### src/rtl/instruction_fetch_unit_if.sv
// Wishbone instruction-bus interface shared by the fetch unit and its slave.
interface wishbone_if;
  logic        cycle;
  logic        strobe;
  logic [3:0]  select;
  logic [31:0] address;
  logic        write_enable;
  logic [31:0] data_in;
  logic [31:0] data_out;
  logic        ack;

  modport master (
    output cycle, strobe, select, address, write_enable, data_in,
    input  data_out, ack
  );

  modport slave (
    input  cycle, strobe, select, address, write_enable, data_in,
    output data_out, ack
  );
endinterface

### src/rtl/instruction_fetch_unit.sv
// Instruction fetch unit: one Wishbone read per instruction, single-cycle
// valid pulse towards the LSU, drain window before the LSU stall is honoured,
// and PC redirect from any state.
module instruction_fetch_unit #(
  parameter logic [31:0] RESET_PC     = 32'h0000_0000,
  parameter int          DRAIN_CYCLES = 2
) (
  input  logic        clk,
  input  logic        reset,
  wishbone_if.master  wishbone_bus,
  input  logic        i_stall,
  input  logic        i_branch_taken,
  input  logic [31:0] i_branch_target,
  output logic [31:0] o_instruction,
  output logic [31:0] o_pc,
  output logic        o_instruction_valid
);

  localparam int CNT_W = (DRAIN_CYCLES < 1) ? 1 : $clog2(DRAIN_CYCLES + 1);
  localparam logic [CNT_W-1:0] DRAIN_LOAD = CNT_W'(DRAIN_CYCLES);
  localparam logic [31:0] NOP = 32'h0000_0013;

  typedef enum logic [1:0] {IDLE, FETCH, DRAIN} state_t;

  state_t             state_reg, state_next;
  logic [31:0]        pc_reg, pc_next;
  logic [CNT_W-1:0]   drain_cnt_reg, drain_cnt_next;
  logic               redirect_pending_reg, redirect_pending_next;
  logic [31:0]        instruction_reg, instruction_next;
  logic [31:0]        pc_out_reg, pc_out_next;
  logic               valid_reg, valid_next;
  logic               strobe_reg, strobe_next;
  logic [31:0]        address_reg, address_next;

  // Redirect target with the byte-offset bits cleared.
  logic [31:0] branch_pc;
  assign branch_pc = i_branch_target & 32'hFFFF_FFFC;

  // Registered state; reset also drops any in-flight bus cycle.
  always_ff @(posedge clk) begin
    if (reset) begin
      state_reg            <= IDLE;
      pc_reg               <= RESET_PC;
      drain_cnt_reg        <= '0;
      redirect_pending_reg <= 1'b0;
      instruction_reg      <= NOP;
      pc_out_reg           <= RESET_PC;
      valid_reg            <= 1'b0;
      strobe_reg           <= 1'b0;
      address_reg          <= 32'h0;
    end else begin
      state_reg            <= state_next;
      pc_reg               <= pc_next;
      drain_cnt_reg        <= drain_cnt_next;
      redirect_pending_reg <= redirect_pending_next;
      instruction_reg      <= instruction_next;
      pc_out_reg           <= pc_out_next;
      valid_reg            <= valid_next;
      strobe_reg           <= strobe_next;
      address_reg          <= address_next;
    end
  end

  // Next-state, bus and output decode; a branch always overrides pc+4.
  always_comb begin
    state_next            = state_reg;
    pc_next               = pc_reg;
    drain_cnt_next        = drain_cnt_reg;
    redirect_pending_next = redirect_pending_reg;
    instruction_next      = instruction_reg;
    pc_out_next           = pc_out_reg;
    valid_next            = 1'b0;
    strobe_next           = strobe_reg;
    address_next          = address_reg;

    case (state_reg)
      IDLE: begin
        pc_next      = i_branch_taken ? branch_pc : pc_reg;
        address_next = i_branch_taken ? branch_pc : pc_reg;
        strobe_next  = 1'b1;
        state_next   = FETCH;
      end

      FETCH: begin
        if (wishbone_bus.ack) begin
          strobe_next  = 1'b0;
          address_next = 32'h0;
          if (redirect_pending_reg || i_branch_taken) begin
            // Data belongs to the abandoned path; pc already (or now) holds the target.
            redirect_pending_next = 1'b0;
            pc_next               = i_branch_taken ? branch_pc : pc_reg;
            state_next            = IDLE;
          end else begin
            instruction_next = wishbone_bus.data_out;
            pc_out_next      = pc_reg;
            valid_next       = 1'b1;
            pc_next          = pc_reg + 32'd4;
            drain_cnt_next   = DRAIN_LOAD;
            state_next       = DRAIN;
          end
        end else if (i_branch_taken) begin
          // Let the current bus cycle finish, then throw its data away.
          redirect_pending_next = 1'b1;
          pc_next               = branch_pc;
        end
      end

      DRAIN: begin
        drain_cnt_next = (drain_cnt_reg == '0) ? '0 : drain_cnt_reg - CNT_W'(1);
        if (i_branch_taken) pc_next = branch_pc;
        if ((drain_cnt_next == '0) && !i_stall) state_next = IDLE;
      end

      default: begin
        state_next  = IDLE;
        strobe_next = 1'b0;
      end
    endcase
  end

  assign wishbone_bus.strobe       = strobe_reg;
  assign wishbone_bus.cycle        = strobe_reg;
  assign wishbone_bus.address      = address_reg;
  assign wishbone_bus.select       = 4'b1111;
  assign wishbone_bus.write_enable = 1'b0;
  assign wishbone_bus.data_in      = 32'h0;

  assign o_instruction       = instruction_reg;
  assign o_pc                = pc_out_reg;
  assign o_instruction_valid = valid_reg;

endmodule
### src/flat_wrapper.sv
// flat-port wrapper written by rule: the top's interface ports become plain ports
module instruction_fetch_unit_flat 
#(
  parameter logic [31:0] RESET_PC     = 32'h0000_0000,
  parameter int          DRAIN_CYCLES = 2
)
  (clk, reset, i_stall, i_branch_taken, i_branch_target, o_instruction, o_pc, o_instruction_valid, wishbone_bus_cycle, wishbone_bus_strobe, wishbone_bus_select, wishbone_bus_address, wishbone_bus_write_enable, wishbone_bus_data_in, wishbone_bus_data_out, wishbone_bus_ack);
  wishbone_if wishbone_bus_i ();
  input  logic clk;
  input  logic reset;
  input  logic i_stall;
  input  logic i_branch_taken;
  input  logic [31:0] i_branch_target;
  output logic [31:0] o_instruction;
  output logic [31:0] o_pc;
  output logic o_instruction_valid;
  output wire logic [$bits(wishbone_bus_i.cycle)-1:0] wishbone_bus_cycle;
  output wire logic [$bits(wishbone_bus_i.strobe)-1:0] wishbone_bus_strobe;
  output wire logic [$bits(wishbone_bus_i.select)-1:0] wishbone_bus_select;
  output wire logic [$bits(wishbone_bus_i.address)-1:0] wishbone_bus_address;
  output wire logic [$bits(wishbone_bus_i.write_enable)-1:0] wishbone_bus_write_enable;
  output wire logic [$bits(wishbone_bus_i.data_in)-1:0] wishbone_bus_data_in;
  input wire logic [$bits(wishbone_bus_i.data_out)-1:0] wishbone_bus_data_out;
  input wire logic [$bits(wishbone_bus_i.ack)-1:0] wishbone_bus_ack;
  assign wishbone_bus_cycle = wishbone_bus_i.cycle;
  assign wishbone_bus_strobe = wishbone_bus_i.strobe;
  assign wishbone_bus_select = wishbone_bus_i.select;
  assign wishbone_bus_address = wishbone_bus_i.address;
  assign wishbone_bus_write_enable = wishbone_bus_i.write_enable;
  assign wishbone_bus_data_in = wishbone_bus_i.data_in;
  assign wishbone_bus_i.data_out = wishbone_bus_data_out;
  assign wishbone_bus_i.ack = wishbone_bus_ack;
  instruction_fetch_unit #(.RESET_PC(RESET_PC), .DRAIN_CYCLES(DRAIN_CYCLES)) u_core (.clk(clk), .reset(reset), .wishbone_bus(wishbone_bus_i), .i_stall(i_stall), .i_branch_taken(i_branch_taken), .i_branch_target(i_branch_target), .o_instruction(o_instruction), .o_pc(o_pc), .o_instruction_valid(o_instruction_valid));
endmodule
### config.mk
export PLATFORM = sky130hd
export DESIGN_NAME = instruction_fetch_unit_flat
export DESIGN_NICKNAME = d
export VERILOG_FILES = /design/src/rtl/instruction_fetch_unit_if.sv /design/src/rtl/instruction_fetch_unit.sv /design/src/flat_wrapper.sv
export SDC_FILE = /design/constraint.sdc
export NUM_CORES = 1
export LEC_CHECK = 0
export ABC_AREA = 1
export CAP_MARGIN = 20
export CORE_MARGIN = 5
export CORE_UTILIZATION = 30
export CTS_CLUSTER_SIZE = 40
export DETAILED_ROUTE_END_ITERATION = 8
export SLEW_MARGIN = 20
export SYNTH_ARGS = -nofsm -noshare
export SYNTH_HDL_FRONTEND = slang
export SYNTH_SLANG_ARGS = --single-unit
### constraint.sdc
create_clock -name clk -period 1.3 [get_ports clk]
set_input_delay 0.13 -clock clk [delete_from_list [all_inputs] [get_ports clk]]
set_output_delay 0.13 -clock clk [all_outputs]
set_load 0.02 [all_outputs]
## Word level (Yosys, flattened, before mapping)

Index checks and enable logic that the tools add are counted.

- Register bits: 135
- Input port bits: 69
- Output and inout bits: 136

- Add/sub/neg operators: 2
- Equal/unequal tests: 6
- Multiplexer cells: 20
- Bitwise operators: 4
- Reductions and logical operators: 18

Operator list:

| cell | number |
|---|---|
| $mux W32 | 4 |
| $pmux W32 S2 | 2 |
| $add A32 B3 Y32 const B | 1 |
| $mux W2 | 6 |
| $reduce_and A3 Y1 | 3 |
| $reduce_bool A2 Y1 | 4 |
| $logic_not A2 Y1 | 3 |
| $pmux W2 S3 | 1 |
| $reduce_and A2 Y1 | 3 |
| $mux W1 | 5 |
| $ne A2 B1 Y1 const B | 2 |
| $ne A2 B2 Y1 const B | 2 |
| $not A1 Y1 | 4 |
| $pmux W2 S2 | 1 |
| $pmux W1 S3 | 1 |
| $reduce_or A3 Y1 | 1 |
| $eq A2 B1 Y1 const B | 1 |
| $eq A2 B2 Y1 const B | 1 |
| $reduce_or A2 Y1 | 1 |
| $sub A2 B1 Y2 const B | 1 |
| $logic_and A1 B1 Y1 | 1 |
| $logic_not A1 Y1 | 1 |
| $logic_or A1 B1 Y1 | 1 |

## Longest topological paths before layout

- Word-level depth: 6
- Depth in mapped cells: 12

## Worst setup path after synthesis

OpenSTA, ideal clock, no wires.

- Kind: reg-to-reg
- From: reg u_core.pc_reg[3]
- To: reg u_core.pc_reg[28]
- Arrival: 1.313 ns
- Path slack: -0.145 ns
- Cell stages (with the launch flop): 11
- Buffers on the path: 0
- Period minus slack after synthesis: 1.445 ns
- Cell sequence: dfxtp_1 > ha_1 > nand3_2 > inv_1 > nand2_1 > nor2_1 > nand2_1 > nand2_1 > nand3_1 > nand2_1 > a21oi_1

- Word-level cells in the longest chain between the ends: 4

Ends and longest elaborated chain:

| element | line | RTL |
|---|---|---|
| from (decl) | instruction_fetch_unit.sv:26 | `logic [31:0] pc_reg, pc_next;` |
| from (signal assigned) | instruction_fetch_unit.sv:53 | `pc_reg <= pc_next;` |
| $add A32 B3 Y32 | instruction_fetch_unit.sv:97 | `pc_next = pc_reg + 32'd4;` |
| $mux W32 | instruction_fetch_unit.sv:88 | `if (redirect_pending_reg \|\| i_branch_taken) begin` |
| $mux W32 | instruction_fetch_unit.sv:85 | `if (wishbone_bus.ack) begin` |
| $pmux W32 S2 | instruction_fetch_unit.sv:76 | `case (state_reg)` |

No other way between the ends.
A chain may end at the register's enable or synchronous reset.

## Final worst setup path

- From: reg u_core.pc_reg[6]
- To: reg u_core.pc_reg[17]

The elaborated chain is that of the path after synthesis.

==> results.toml <==
[route]
drtIter0Drc = 415
drt-met1-wl_um = 10210
wl_per_cell_um = 16.47
antenna_left = 0
routed.top_layer = "met4"
met2WireLength_um = 10520
wirelength_um = 22840
vias = 6576
drcViolationCount = 0
first_pass_iters = 6
route.met3.wl_um = 1510
viasPerCell = 4.741

[cells_and_area]
nNetsFinal = 1169
syn_to_final_growth_pct = 72.36
final_cells = 1387
drive_gt1_share_pct = 38.85
diodes = 0
post-route-util_pct = 51.97

[placement]
gp_congestion = 0.9120
portBuffers = 165
placed_cells = 1322
dp_hpwl_um = 15060

[logic_synthesis]
synth_cells = 825
synth_area_mm2 = 0.006279
ys_top_cells_by_area = "dfxtp_1 43%, nand2_1 12%, o21ai_0 6.9%"
synthDominantCellAreaShare_pct = 43.05
synth_seq_area_share_pct = 43.05
ys_ff_latch = 135
synth_area_per_cell_um2 = 7.610
yosysTopAreaCell = "dfxtp_1"
synth_warnings = 0
synth_cell_types = 34

[timing]
finalSetupViolCount = 114
slew_viol_final = 0
whs_ns = 0.2875
skew_ns = 0.009058
finalCriticalPeriod_ns = 1.495
post-route-period-util_pct = 115.0
hold_viol = 0
fmax_ghz = 0.6687
tns_ns = -9.813
rsz0062_at_grt = "true"
layout_setup_ws_ns = -0.1954

[grt]
grt_max_degree = 33
grtUsageTotal_pct = 16.99
grt_overflow_total = 0
grt_pass1_wl_um = 32530
grt_pass1_vias = 5966
antenna_found_initial = 0

[outcome]
status = "complete, but fails checks"
violations = "setup timing"

[worst_setup_path]
arrival_ns = 1.81
worst-path-buf-inv = 1
cpMostUsedCell = "nor2_4"
cp_max_fo = 7
cp-start-kind = "register"
critical_path_required_ns = 1.61
cp-end-kind = "register"
critPathMaxStageDelay_ns = 0.38
crit_chain = "nand2_2 -> nor2_4 -> nand2_4 -> nor2_4 -> buf_6 -> a21oi_2 -> o21ai_1 -> a21oi_1"
rrSetupSlack_ns = -0.20
crit_family = "simple AND/OR/NAND/NOR gates"
path_class = "reg2reg"
cpMaxStageDelayCell = "dfxtp_4"

[clock_network]
cts-htree-levels = 4
cts_tree = "yes"
cts_buffers = 17
numClockSinks = 135
path_clk_slew_ns = 0.07
clock-root-buffer = "clkbuf_16"
clk_latency_ns = 0.42
cts_buffer_depth = 2

[pwr]
vdd_drop_max_uv = 757.0
cellPowerDensity_mw_per_mm2 = 1092
power.leakage_uw = 0.004874
fin_total_pwr_uw = 11820

[floorplan]
start_util_pct = 30.15
rows = 53
pin_count = 205
die_w_um = 154.7
die_h_um = 154.7
coreArea_mm2 = 0.02082
fp.dieArea_mm2 = 0.02392

[flow_run]
cap_violations = 0

[worst_hold_path]
min_path_type = "in2reg"
cell type report:
class                      instances  area [um2]
clock buffer                      18       439.2
fill                            1957       10000
inverter                          58       257.7
sequential                       135        2785
multi-input combinational        587        3877
timing repair buffer             300        2944
clock inverter                    14       173.9
tap                              275       344.1
path summary, 6_finish.rpt:
check              startpoint                           to  depth (start not counted)
max          u_core.pc_reg[6]            u_core.pc_reg[17]                          8
min            i_branch_taken  u_core.redirect_pending_reg                          4
max reg2reg  u_core.pc_reg[6]            u_core.pc_reg[17]                          8
min reg2reg   u_core.o_pc[14]              u_core.o_pc[14]                          2
per-layer routing:
metal | vias up | global-route usage (%)
met5 | - | 0
met3 | 42 | 3.889
li1 | 3243 | -
met2 | 228 | 26.25
met1 | 3063 | 23.71
met4 | 0 | 5.046
worst reg2reg max path, delay by kind of cell (launching register included):
family,cells,cell delay (ns)
AO/OA/AOI/OAI,3,0.28
buffers and inverters,1,0.14
flip-flops,1,0.38
AND/OR/NAND/NOR,4,0.59
metrics by stage:
stage	setup WS, ns	cell area [um2]
global placement	-0.3968	8831
finish	-0.1954	10820
CTS	-0.1007	9848
floorplan	0.007829	6446
global route	-0.2824	10820
detailed placement	-0.4758	8831
repair_timing:
item | in CTS | in global routing
gates resized for setup | 236 | 269
setup endpoints to repair | 183 | 130
cloned | 3 | 6
hold buffers | 0 | 0
pin swaps | 34 | 57
setup buffers | 8 | 17
report_power, final:
part / switching (uW) / internal (uW)
Clock: 1950 / 3080
Sequential: 211 / 4350
Combinational: 1230 / 996
Total: 3390 / 8430
cells in the final DEF (no fill, tap or decap), types with 4 or more instances in the layout:
cell type	synthesis	routed
nand2_1	201	133
dfxtp_1	135	107
buf_4	43	90
dlygate4sd2_1	0	70
clkdlybuf4s50_1	0	65
o21ai_0	86	47
inv_1	51	46
nand2_4	2	43
conb_1	2	37
o21ai_1	0	35
o21ai_2	29	33
nor2_4	3	31
a21oi_2	0	31
a22o_1	30	30
nand2_2	3	29
a21oi_1	59	28
nand3_1	48	25
nand3_2	1	23
clkbuf_16	0	22
buf_6	7	19
dfxtp_4	0	19
nor2_1	48	17
buf_12	0	16
clkbuf_2	0	16
clkdlybuf4s15_1	0	13
dfxtp_2	0	9
nor2_2	5	8
nand4_1	7	7
inv_4	2	5
inv_6	0	5
xor2_1	5	4
a211oi_1	4	4
clkinvlp_4	0	4
Yosys cell counts, drive strengths merged:
library cell,count
nor4,1
o21ai,115
o22a,3
o31ai,4
clkinv,1
clkbuf,18
nor3,3
mux2i,1
ha,1
nand4,7
nor2,57
a22o,30
dfxtp,135
a21oi,59
nand3,49
a221oi,4
buf,62
a211oi,4
xor2,5
a2bb2oi,1
inv,57
conb,2
nand2,206
logic make-up after synthesis:
group | Yosys count | share of synthesized area [%]
xor+xnor | 5 | 0.6975
mux | 1 | 0.1594
buf+inv | 138 | 12.00
fa+ha+maj | 1 | 0.1993
compound gates | 220 | 21.86
simple gates | 323 | 21.92
other cells | 2 | 0.1196
flops | 135 | 43.05
Note: power is estimated with default switching activity, not from simulation.
